$ cat src/rtl/iob_ibex_axi_mem_rsp.sv
// iob_ibex_axi_mem_rsp: AXI4 responder in front of a single-port synchronous word RAM.
// Serves one transaction at a time (write wins ties), FIXED/INCR bursts, and answers anything
// else with SLVERR while still consuming/returning every beat without touching memory.
module iob_ibex_axi_mem_rsp #(
  parameter int unsigned AXI_ID_W   = 1,
  parameter int unsigned AXI_ADDR_W = 24,
  parameter int unsigned AXI_DATA_W = 32,
  parameter int unsigned AXI_LEN_W  = 8,
  localparam int unsigned MEM_ADDR_W = AXI_ADDR_W - 2,
  localparam int unsigned STRB_W     = AXI_DATA_W / 8
) (
  input  logic                  clk_i,
  input  logic                  rst_i,
  // write address
  input  logic [AXI_ID_W-1:0]   axi_awid_i,
  input  logic [AXI_ADDR_W-1:0] axi_awaddr_i,
  input  logic [AXI_LEN_W-1:0]  axi_awlen_i,
  input  logic [2:0]            axi_awsize_i,
  input  logic [1:0]            axi_awburst_i,
  input  logic                  axi_awvalid_i,
  output logic                  axi_awready_o,
  // write data
  input  logic [AXI_DATA_W-1:0] axi_wdata_i,
  input  logic [STRB_W-1:0]     axi_wstrb_i,
  input  logic                  axi_wlast_i,
  input  logic                  axi_wvalid_i,
  output logic                  axi_wready_o,
  // write response
  output logic [AXI_ID_W-1:0]   axi_bid_o,
  output logic [1:0]            axi_bresp_o,
  output logic                  axi_bvalid_o,
  input  logic                  axi_bready_i,
  // read address
  input  logic [AXI_ID_W-1:0]   axi_arid_i,
  input  logic [AXI_ADDR_W-1:0] axi_araddr_i,
  input  logic [AXI_LEN_W-1:0]  axi_arlen_i,
  input  logic [2:0]            axi_arsize_i,
  input  logic [1:0]            axi_arburst_i,
  input  logic                  axi_arvalid_i,
  output logic                  axi_arready_o,
  // read data
  output logic [AXI_ID_W-1:0]   axi_rid_o,
  output logic [AXI_DATA_W-1:0] axi_rdata_o,
  output logic [1:0]            axi_rresp_o,
  output logic                  axi_rlast_o,
  output logic                  axi_rvalid_o,
  input  logic                  axi_rready_i,
  // memory
  output logic                  mem_en_o,
  output logic [STRB_W-1:0]     mem_we_o,
  output logic [MEM_ADDR_W-1:0] mem_addr_o,
  output logic [AXI_DATA_W-1:0] mem_wdata_o,
  input  logic [AXI_DATA_W-1:0] mem_rdata_i
);

  localparam logic [1:0] BurstFixed = 2'b00;
  localparam logic [1:0] BurstIncr  = 2'b01;
  localparam logic [1:0] RespOkay   = 2'b00;
  localparam logic [1:0] RespSlverr = 2'b10;

  typedef enum logic [2:0] {
    StIdle,
    StWrData,
    StWrResp,
    StRdMem,
    StRdLat,
    StRdData
  } state_e;

  state_e                state_q;
  logic [AXI_ID_W-1:0]   id_q;
  logic [MEM_ADDR_W-1:0] addr_q;
  logic [AXI_LEN_W-1:0]  len_q;
  logic [AXI_LEN_W-1:0]  cnt_q;
  logic                  incr_q;
  logic                  err_q;
  logic [AXI_DATA_W-1:0] rdata_q;

  logic                  run;
  logic                  last_beat;
  logic [MEM_ADDR_W-1:0] addr_nxt;
  logic                  aw_hs;
  logic                  ar_hs;
  logic                  w_hs;
  logic                  r_hs;

  // Byte-lane offset bits are meaningless for a word memory.
  logic unused_addr_lsb;
  assign unused_addr_lsb = ^{axi_awaddr_i[1:0], axi_araddr_i[1:0]};

  function automatic logic bad_req(input logic [2:0] size, input logic [1:0] burst);
    return ((burst != BurstFixed) && (burst != BurstIncr)) || (size != 3'd2);
  endfunction

  // Handshake qualifiers and next beat address; reset masks every handshake.
  always_comb begin
    run       = !rst_i;
    last_beat = (cnt_q == len_q);
    addr_nxt  = incr_q ? addr_q + MEM_ADDR_W'(1) : addr_q;
    aw_hs     = run && (state_q == StIdle) && axi_awvalid_i;
    ar_hs     = run && (state_q == StIdle) && axi_arvalid_i && !axi_awvalid_i;
    w_hs      = run && (state_q == StWrData) && axi_wvalid_i;
    r_hs      = run && (state_q == StRdData) && axi_rready_i;
  end

  // Transaction FSM with latched request fields, beat counter and read data holding register.
  always_ff @(posedge clk_i) begin
    if (rst_i) begin
      state_q <= StIdle;
      id_q    <= '0;
      addr_q  <= '0;
      len_q   <= '0;
      cnt_q   <= '0;
      incr_q  <= 1'b0;
      err_q   <= 1'b0;
      rdata_q <= '0;
    end else begin
      unique case (state_q)
        StIdle: begin
          if (aw_hs) begin
            id_q    <= axi_awid_i;
            addr_q  <= axi_awaddr_i[AXI_ADDR_W-1:2];
            len_q   <= axi_awlen_i;
            incr_q  <= (axi_awburst_i == BurstIncr);
            err_q   <= bad_req(axi_awsize_i, axi_awburst_i);
            cnt_q   <= '0;
            state_q <= StWrData;
          end else if (ar_hs) begin
            id_q    <= axi_arid_i;
            addr_q  <= axi_araddr_i[AXI_ADDR_W-1:2];
            len_q   <= axi_arlen_i;
            incr_q  <= (axi_arburst_i == BurstIncr);
            err_q   <= bad_req(axi_arsize_i, axi_arburst_i);
            cnt_q   <= '0;
            state_q <= StRdMem;
          end
        end
        StWrData: begin
          if (w_hs) begin
            // A misplaced wlast poisons the response but the burst length still rules.
            if (axi_wlast_i != last_beat) err_q <= 1'b1;
            if (last_beat) begin
              state_q <= StWrResp;
            end else begin
              cnt_q  <= cnt_q + AXI_LEN_W'(1);
              addr_q <= addr_nxt;
            end
          end
        end
        StWrResp: begin
          if (axi_bready_i) state_q <= StIdle;
        end
        StRdMem: begin
          state_q <= StRdLat;
        end
        StRdLat: begin
          rdata_q <= err_q ? '0 : mem_rdata_i;
          state_q <= StRdData;
        end
        StRdData: begin
          if (r_hs) begin
            if (last_beat) begin
              state_q <= StIdle;
            end else begin
              cnt_q   <= cnt_q + AXI_LEN_W'(1);
              addr_q  <= addr_nxt;
              state_q <= StRdLat;
            end
          end
        end
        default: state_q <= StIdle;
      endcase
    end
  end

  // AXI channel outputs decoded from the registered state.
  always_comb begin
    axi_awready_o = run && (state_q == StIdle);
    axi_arready_o = run && (state_q == StIdle) && !axi_awvalid_i;
    axi_wready_o  = run && (state_q == StWrData);
    axi_bvalid_o  = run && (state_q == StWrResp);
    axi_bid_o     = id_q;
    axi_bresp_o   = ((state_q == StWrResp) && err_q) ? RespSlverr : RespOkay;
    axi_rvalid_o  = run && (state_q == StRdData);
    axi_rid_o     = id_q;
    axi_rdata_o   = rdata_q;
    axi_rresp_o   = ((state_q == StRdData) && err_q) ? RespSlverr : RespOkay;
    axi_rlast_o   = (state_q == StRdData) && last_beat;
  end

  // Memory port; the next read of a burst is launched in the same cycle as the R handshake.
  always_comb begin
    mem_en_o    = 1'b0;
    mem_we_o    = '0;
    mem_addr_o  = addr_q;
    mem_wdata_o = axi_wdata_i;
    unique case (state_q)
      StWrData: begin
        if (w_hs && !err_q) begin
          mem_en_o = 1'b1;
          mem_we_o = axi_wstrb_i;
        end
      end
      StRdMem: begin
        mem_en_o = run && !err_q;
      end
      StRdData: begin
        if (r_hs && !last_beat) begin
          mem_addr_o = addr_nxt;
          mem_en_o   = !err_q;
        end
      end
      default: ;
    endcase
  end

endmodule

$ cat config.mk
export PLATFORM = sky130hd
export DESIGN_NAME = iob_ibex_axi_mem_rsp
export DESIGN_NICKNAME = d
export VERILOG_FILES = /design/src/rtl/iob_ibex_axi_mem_rsp.sv
export SDC_FILE = /design/constraint.sdc
export NUM_CORES = 1
export LEC_CHECK = 0
export ABC_AREA = 1
export CAP_MARGIN = 20
export CORE_UTILIZATION = 30
export CTS_BUF_LIST = sky130_fd_sc_hd__clkbuf_16
export DETAILED_ROUTE_END_ITERATION = 7
export PLACE_DENSITY_LB_ADDON = 0.25
export SYNTH_ARGS = -nofsm -noshare
export SYNTH_HDL_FRONTEND = slang
export SYNTH_SLANG_ARGS = --single-unit
$ cat constraint.sdc
create_clock -name clk_i -period 4.39 [get_ports clk_i]
set_input_delay 0.878 -clock clk_i [delete_from_list [all_inputs] [get_ports clk_i]]
set_output_delay 0.878 -clock clk_i [all_outputs]
set_load 0.01 [all_outputs]
==> impl_metrics.json, run 1 <==
{
  "p_per_area_nw_per_um2": 521,
  "ys_types": 40,
  "crit_required_ps": 3510,
  "io_pins": 255,
  "row_count": 46,
  "seq_area_frac_synth_pct": 31.1,
  "clockBufferDepth": 2,
  "relSlewSlack_pct": 32.2,
  "rsz0062_at_grt": "no",
  "setup_tns_ps": 0,
  "syn2layout_area_growth_pct": 40.4,
  "vias": 5178,
  "place_hpwl_mm": 10.9,
  "fmax_mhz": 276,
  "cts_tree": "yes",
  "dr.pass1.iters": 4,
  "path_cells": "clkdlybuf4s50_1 > inv_1 > nor3_2 > nand2_1 > inv_1 > buf_4 > nor2_1 > a31oi_1 > clkdlybuf4s50_1",
  "cp-end-kind": "output port",
  "wl_met3_mm": 1.03,
  "maxSlewViolCount": 0,
  "r2r_cells": 9,
  "post_drt_wl_per_cell_microns": 13.6,
  "port_buffers": 184,
  "critPathLaunchType": "primary input",
  "synth_top_area_cell": "dfxtp_1",
  "grt_usage_pct": 17.7,
  "r2r_slack_ps": 1600,
  "report.final.setup_viol": 0,
  "initial_utilization_pct": 30.8,
  "dr.first_iter.drc_count": 270,
  "clkSinkCount": 76,
  "status": "complete, no violations",
  "syn_area_per_cell_sq_um": 6.42,
  "cts.clk_slew.worst_paths_ps": 60,
  "synth_edf_count": 0,
  "worstHoldPathCells": 2,
  "cpLargestDelayFamily": "buffers and inverters",
  "slowest_delay_ps": 580,
  "finalHoldViolations": 0,
  "critPathCapture": "mem_addr_o[17]",
  "antenna_found_initial": 0,
  "cts_root_buf": "clkbuf_16",
  "synth_area_sq_um": 4890,
  "grt_overflow": 0,
  "nets": 1045,
  "grt_max_degree": 44,
  "arrival_ps": 2750,
  "drt-met1-wl_mm": 6.51,
  "crit_fanout": 22,
  "synthTopCellsByArea": "dfxtp_1 (31%), nand2_1 (12%), nand3_1 (7.2%), nor2_1 (6.8%), a21oi_1 (6.1%)",
  "skew_ps": 9.69,
  "routed_wl_mm": 15.1,
  "hold_class": "reg2reg",
  "ys_ff_latch": 76,
  "crit_start": "axi_rready_i",
  "cts_resized": 0,
  "drcViolationCount": 0,
  "coreArea_sq_um": 15900,
  "drv_cap": 0,
  "yosys_warnings": 0,
  "yosys.cell_count.top_type": "nand2_1",
  "holdBufCountCts": 0,
  "critical_path_buf_inv_count": 5,
  "ys.flop_type": "dfxtp_1",
  "wl_met2_mm": 7.44,
  "via_per_inst": 4.66,
  "grt_pass1_vias": 4654,
  "utilization_pct": 43.3,
  "top_layer": "met4",
  "num_antenna_cells": 0,
  "slowest_stage": "clkdlybuf4s50_1",
  "dieArea_sq_um": 16800,
  "grt_pass1_wl_mm": 23.2,
  "critical_path.reg2reg.endpoint": "addr_q[21]",
  "die_height_microns": 130,
  "htree_levels": 3,
  "netlist.area_leader.share_pct": 31.1,
  "ys_async_sr_fraction_pct": 0,
  "die_w_microns": 130,
  "ant_nets": 0,
  "path_depth": 9,
  "irDropWorstVdd_mv": 0.263,
  "cts_buffers": 9,
  "synthTopCellsByCount": "nand2_1 (153), nor2_1 (89), dfxtp_1 (76)",
  "synthCells": 763,
  "tightest_slew_ps": 1020,
  "insertion_delay_ps": 330,
  "p_leak_nw": 2.59,
  "drive_gt1_share_pct": 6.58,
  "path_class": "in2out",
  "cts_setup_buffers": 0,
  "gp_congestion": 0.861,
  "r2r-start": "state_q[0]",
  "fin_crit_sh_pct": 82.6,
  "post-route-min-period_ps": 3630
}
==> metrics by stage <==
stage               power, mW  instances  setup WS (ps)  hold slack, ps  instance area (sq um)
floorplan                2.27        764           1800             467                   4900
global placement         2.91       1096            744             451                   6600
detailed placement       2.93       1096            750             454                   6600
CTS                      3.62       1112            747             464                   6870
global route             3.88       1112            589             481                   6870
finish                   3.58       1112            763             463                   6870
==> worst reg2reg max path, delay by kind of cell, from the launching register on <==
kind | cells | cell delay (ps)
compound gates | 1 | 130
buf+inv | 3 | 1070
simple gates | 5 | 1090
flops | 1 | 400
==> report_power, final <==
group / internal (mW) / switching, mW / leakage (nW) / total [mW]
clock: 0.379 / 0.301 / 0.129 / 0.681
combinational: 0.765 / 1.04 / 1.84 / 1.81
sequential: 0.883 / 0.207 / 0.621 / 1.09
total: 2.03 / 1.55 / 2.59 / 3.58
==> cells by family (layout without fill, tap and decap cells) <==
family,Yosys count,after routing,synth area share [%]
simple gates,364,364,33.0
compound gates,165,165,18.1
buf+inv,138,270,14.2
flops,76,76,31.1
xor+xnor,17,17,3.04
fa+ha+maj,2,2,0.511
other cells,1,2,0.0766
==> area by class of cell <==
type | instances | area, sq um
Clock buffer | 9 | 225
Clock inverter | 7 | 45.0
Fill cell | 1657 | 9010
Inverter | 63 | 239
Multi-Input combinational cell | 550 | 2680
Sequential cell | 76 | 1520
Tap cell | 216 | 270
Timing Repair Buffer | 191 | 1890
==> worst min-delay path by stage <==
| stage | start | endpoint | slack [ps] |
|---|---|---|---|
| global route | axi_rdata_o[15] | axi_rdata_o[15] | 480 |
| CTS | axi_rdata_o[2] | axi_rdata_o[2] | 460 |
| global placement | axi_rdata_o[20] | axi_rdata_o[20] | 450 |
| finish | axi_rdata_o[20] | axi_rdata_o[20] | 460 |
| detailed placement | axi_rdata_o[2] | axi_rdata_o[2] | 450 |
| floorplan | len_q[0] | len_q[0] | 470 |
==> cells in the final DEF, fill, tap and decap left out, types with 2 or more instances in the layout <==
cell type	synthesis	final
clkdlybuf4s50_1	0	183
nand2_1	153	153
nor2_1	89	89
dfxtp_1	76	76
nand3_1	70	70
a21oi_1	60	60
inv_1	56	57
o21ai_0	47	47
o21ai_1	35	35
or2_2	19	19
xor2_1	13	13
nor3_1	12	12
o211ai_1	11	11
clkbuf_16	0	9
buf_4	37	7
inv_2	5	5
xnor2_1	4	4
nand4_1	4	4
a221oi_1	4	4
nor2_2	3	3
a31oi_1	3	3
nand3b_1	3	3
a211oi_1	3	3
or2_1	3	3
clkinvlp_4	0	3
ha_1	2	2
conb_1	1	2
clkinv_2	0	2
==> metal layers <==
metal	vias up	track usage [%]
met5	-	0
met4	0	5.88
met3	12	5.04
met2	127	30.8
met1	2321	21.0
li1	2718	-
==> state kept, by name, summed over array words and instances (netlist names) <==
| signal | count |
|---|---|
| len_q | 8 |
| axi_rdata_o | 32 |
| addr_q | 22 |
| cnt_q | 8 |
| err_q | 1 |
| axi_bid_o | 1 |
| incr_q | 1 |
| state_q | 3 |
(Power assumes the default switching activity.)
==> run 2: changes to the inputs <==
- clock period: 4.39 -> 3.58 ns (I/O delays scaled with it)
==> impl_metrics.json, run 2 (same netlist as run 1, synthesis figures left out) <==
{
  "num_antenna_cells": 0,
  "dr.pass1.iters": 4,
  "setup_tns_ps": 0,
  "drv_cap": 0,
  "p_comb_share_pct": 49.3,
  "finalHoldViolations": 0,
  "p_per_area_nw_per_um2": 663,
  "report.final.setup_viol": 0,
  "holdBufCountCts": 0,
  "place_hpwl_mm": 11.0,
  "initial_utilization_pct": 30.8,
  "cp-end-kind": "output port",
  "via_per_inst": 4.65,
  "syn2layout_area_growth_pct": 43.3,
  "largest_reg_flops": 32,
  "row_count": 46,
  "relSlewSlack_pct": 34.7,
  "place_area_sq_um": 6680,
  "finish.instance_area_sq_um": 7010,
  "status": "complete, no violations",
  "slowest_delay_ps": 570,
  "p_sw_mw": 1.97,
  "slowest_stage": "clkdlybuf4s50_1",
  "fin_crit_sh_pct": 94.1,
  "cpMostUsedCell": "nand2_1",
  "irDropWorstVdd_mv": 0.296,
  "post_drt_wl_per_cell_microns": 13.7,
  "gp_congestion": 0.862,
  "seqPwrFrac_pct": 28.6,
  "die_height_microns": 130,
  "busiest_layer": "met2",
  "drive_gt1_share_pct": 7.62,
  "htree_levels": 3,
  "crit_fanout": 5,
  "grt_usage_pct": 18.2,
  "ant_nets": 0,
  "cts_root_buf": "clkbuf_16",
  "grt_pass1_wl_mm": 23.9,
  "routed_wl_mm": 15.4,
  "crit_required_ps": 2860,
  "skew_ps": 4.33,
  "dr.first_iter.drc_count": 327,
  "clkSinkCount": 76,
  "switching_share_pct": 42.3,
  "port_buffers": 184,
  "cts_resized": 0,
  "cts.clk_slew.worst_paths_ps": 60,
  "setup_ws_ps": 210,
  "final_common_cell": "clkdlybuf4s50_1",
  "hold_class": "reg2reg",
  "final_cell_mix": "clkdlybuf4s50_1 (183), nand2_1 (153), nor2_1 (89), dfxtp_1 (76), nand3_1 (70)",
  "grt_pass1_vias": 4771,
  "insertion_delay_ps": 340,
  "io_pins": 255,
  "grt_max_degree": 39,
  "critPathLaunchType": "register",
  "dieArea_sq_um": 16800,
  "fillCellCount": 1711,
  "maxSlewViolCount": 0,
  "nets": 1054,
  "post-route-min-period_ps": 3370,
  "grt_overflow": 0,
  "path_class": "reg2out",
  "die_w_microns": 130,
  "cts_tree": "yes",
  "internal_power_mw": 2.68,
  "p_leak_nw": 2.67,
  "grt_use_met1_pct": 22.0,
  "antenna_found_initial": 0,
  "rsz0062_at_grt": "no",
  "p_clk_share_pct": 22.1,
  "vias": 5216,
  "tightest_slew_ps": 978,
  "dp_slack_ps": 304,
  "cts_setup_buffers": 0,
  "cts_buffers": 9,
  "drcViolationCount": 0,
  "arrival_ps": 2650,
  "clockBufferDepth": 2,
  "use_met3_pct": 4.72,
  "path_cells": "ha_1 > nand2_1 > nor2_1 > nand2_1 > nor2_2 > nand2_1 > nand2_1 > nand2_1 > o21ai_0 > clkdlybuf4s50_1",
  "fmax_mhz": 297,
  "use_met2_pct": 31.3,
  "coreArea_sq_um": 15900
}
## run 2: layout make-up
type,count,area [sq um],area share [%]
Multi-Input combinational cell,550,2680,38.3
Timing Repair Buffer,200,1970,28.1
Clock buffer,9,225,3.21
Tap cell,216,270,3.85
Sequential cell,76,1520,21.7
Inverter,63,239,3.41
Clock inverter,7,105,1.50
## run 2: metrics by stage
stage | utilization [%] | std cells | power [mW] | hold WS [ps]
5_1_grt | 44.1 | 1121 | 5.00 | 485
3_5_place_dp | 42.1 | 1105 | 3.65 | 455
2_1_floorplan | - | 764 | 2.78 | 467
4_1_cts | 44.1 | 1121 | 4.70 | 466
6_report | 44.1 | 1121 | 4.65 | 465
3_3_place_gp | 42.1 | 1105 | 3.64 | 451
## run 2: worst max-delay path, delay by kind of cell, from the launching register on
kind | cells | cell delay, ps
simple gates | 7 | 920
buf+inv | 1 | 570
fa+ha+maj | 1 | 200
flops | 1 | 440
compound gates | 1 | 180
## run 2: layer usage
metal / up-vias / part of all wire (%)
met5: - / 0
met4: 0 / 1.4
met3: 19 / 6.3
met2: 136 / 49
met1: 2319 / 44
li1: 2742 / -
## run 2: final timing paths
check / start / endpoint / slack (ps) / cells after the start
worst max-delay path: addr_q[0] / mem_addr_o[16] / 210 / 10
worst max register to register: state_q[1] / err_q / 1100 / 10
worst min register to register: axi_rdata_o[3] / axi_rdata_o[3] / 460 / 2
worst min-delay path: axi_rdata_o[3] / axi_rdata_o[3] / 460 / 2
## run 2: power by group through the flow
stage | clock (mW) | combinational [mW] | sequential [mW]
5_1_grt | 1.09 | 2.55 | 1.37
3_3_place_gp | 0 | 2.29 | 1.34
2_1_floorplan | 0 | 1.47 | 1.31
6_report | 1.03 | 2.29 | 1.33
3_5_place_dp | 0 | 2.30 | 1.35
4_1_cts | 1.06 | 2.31 | 1.33
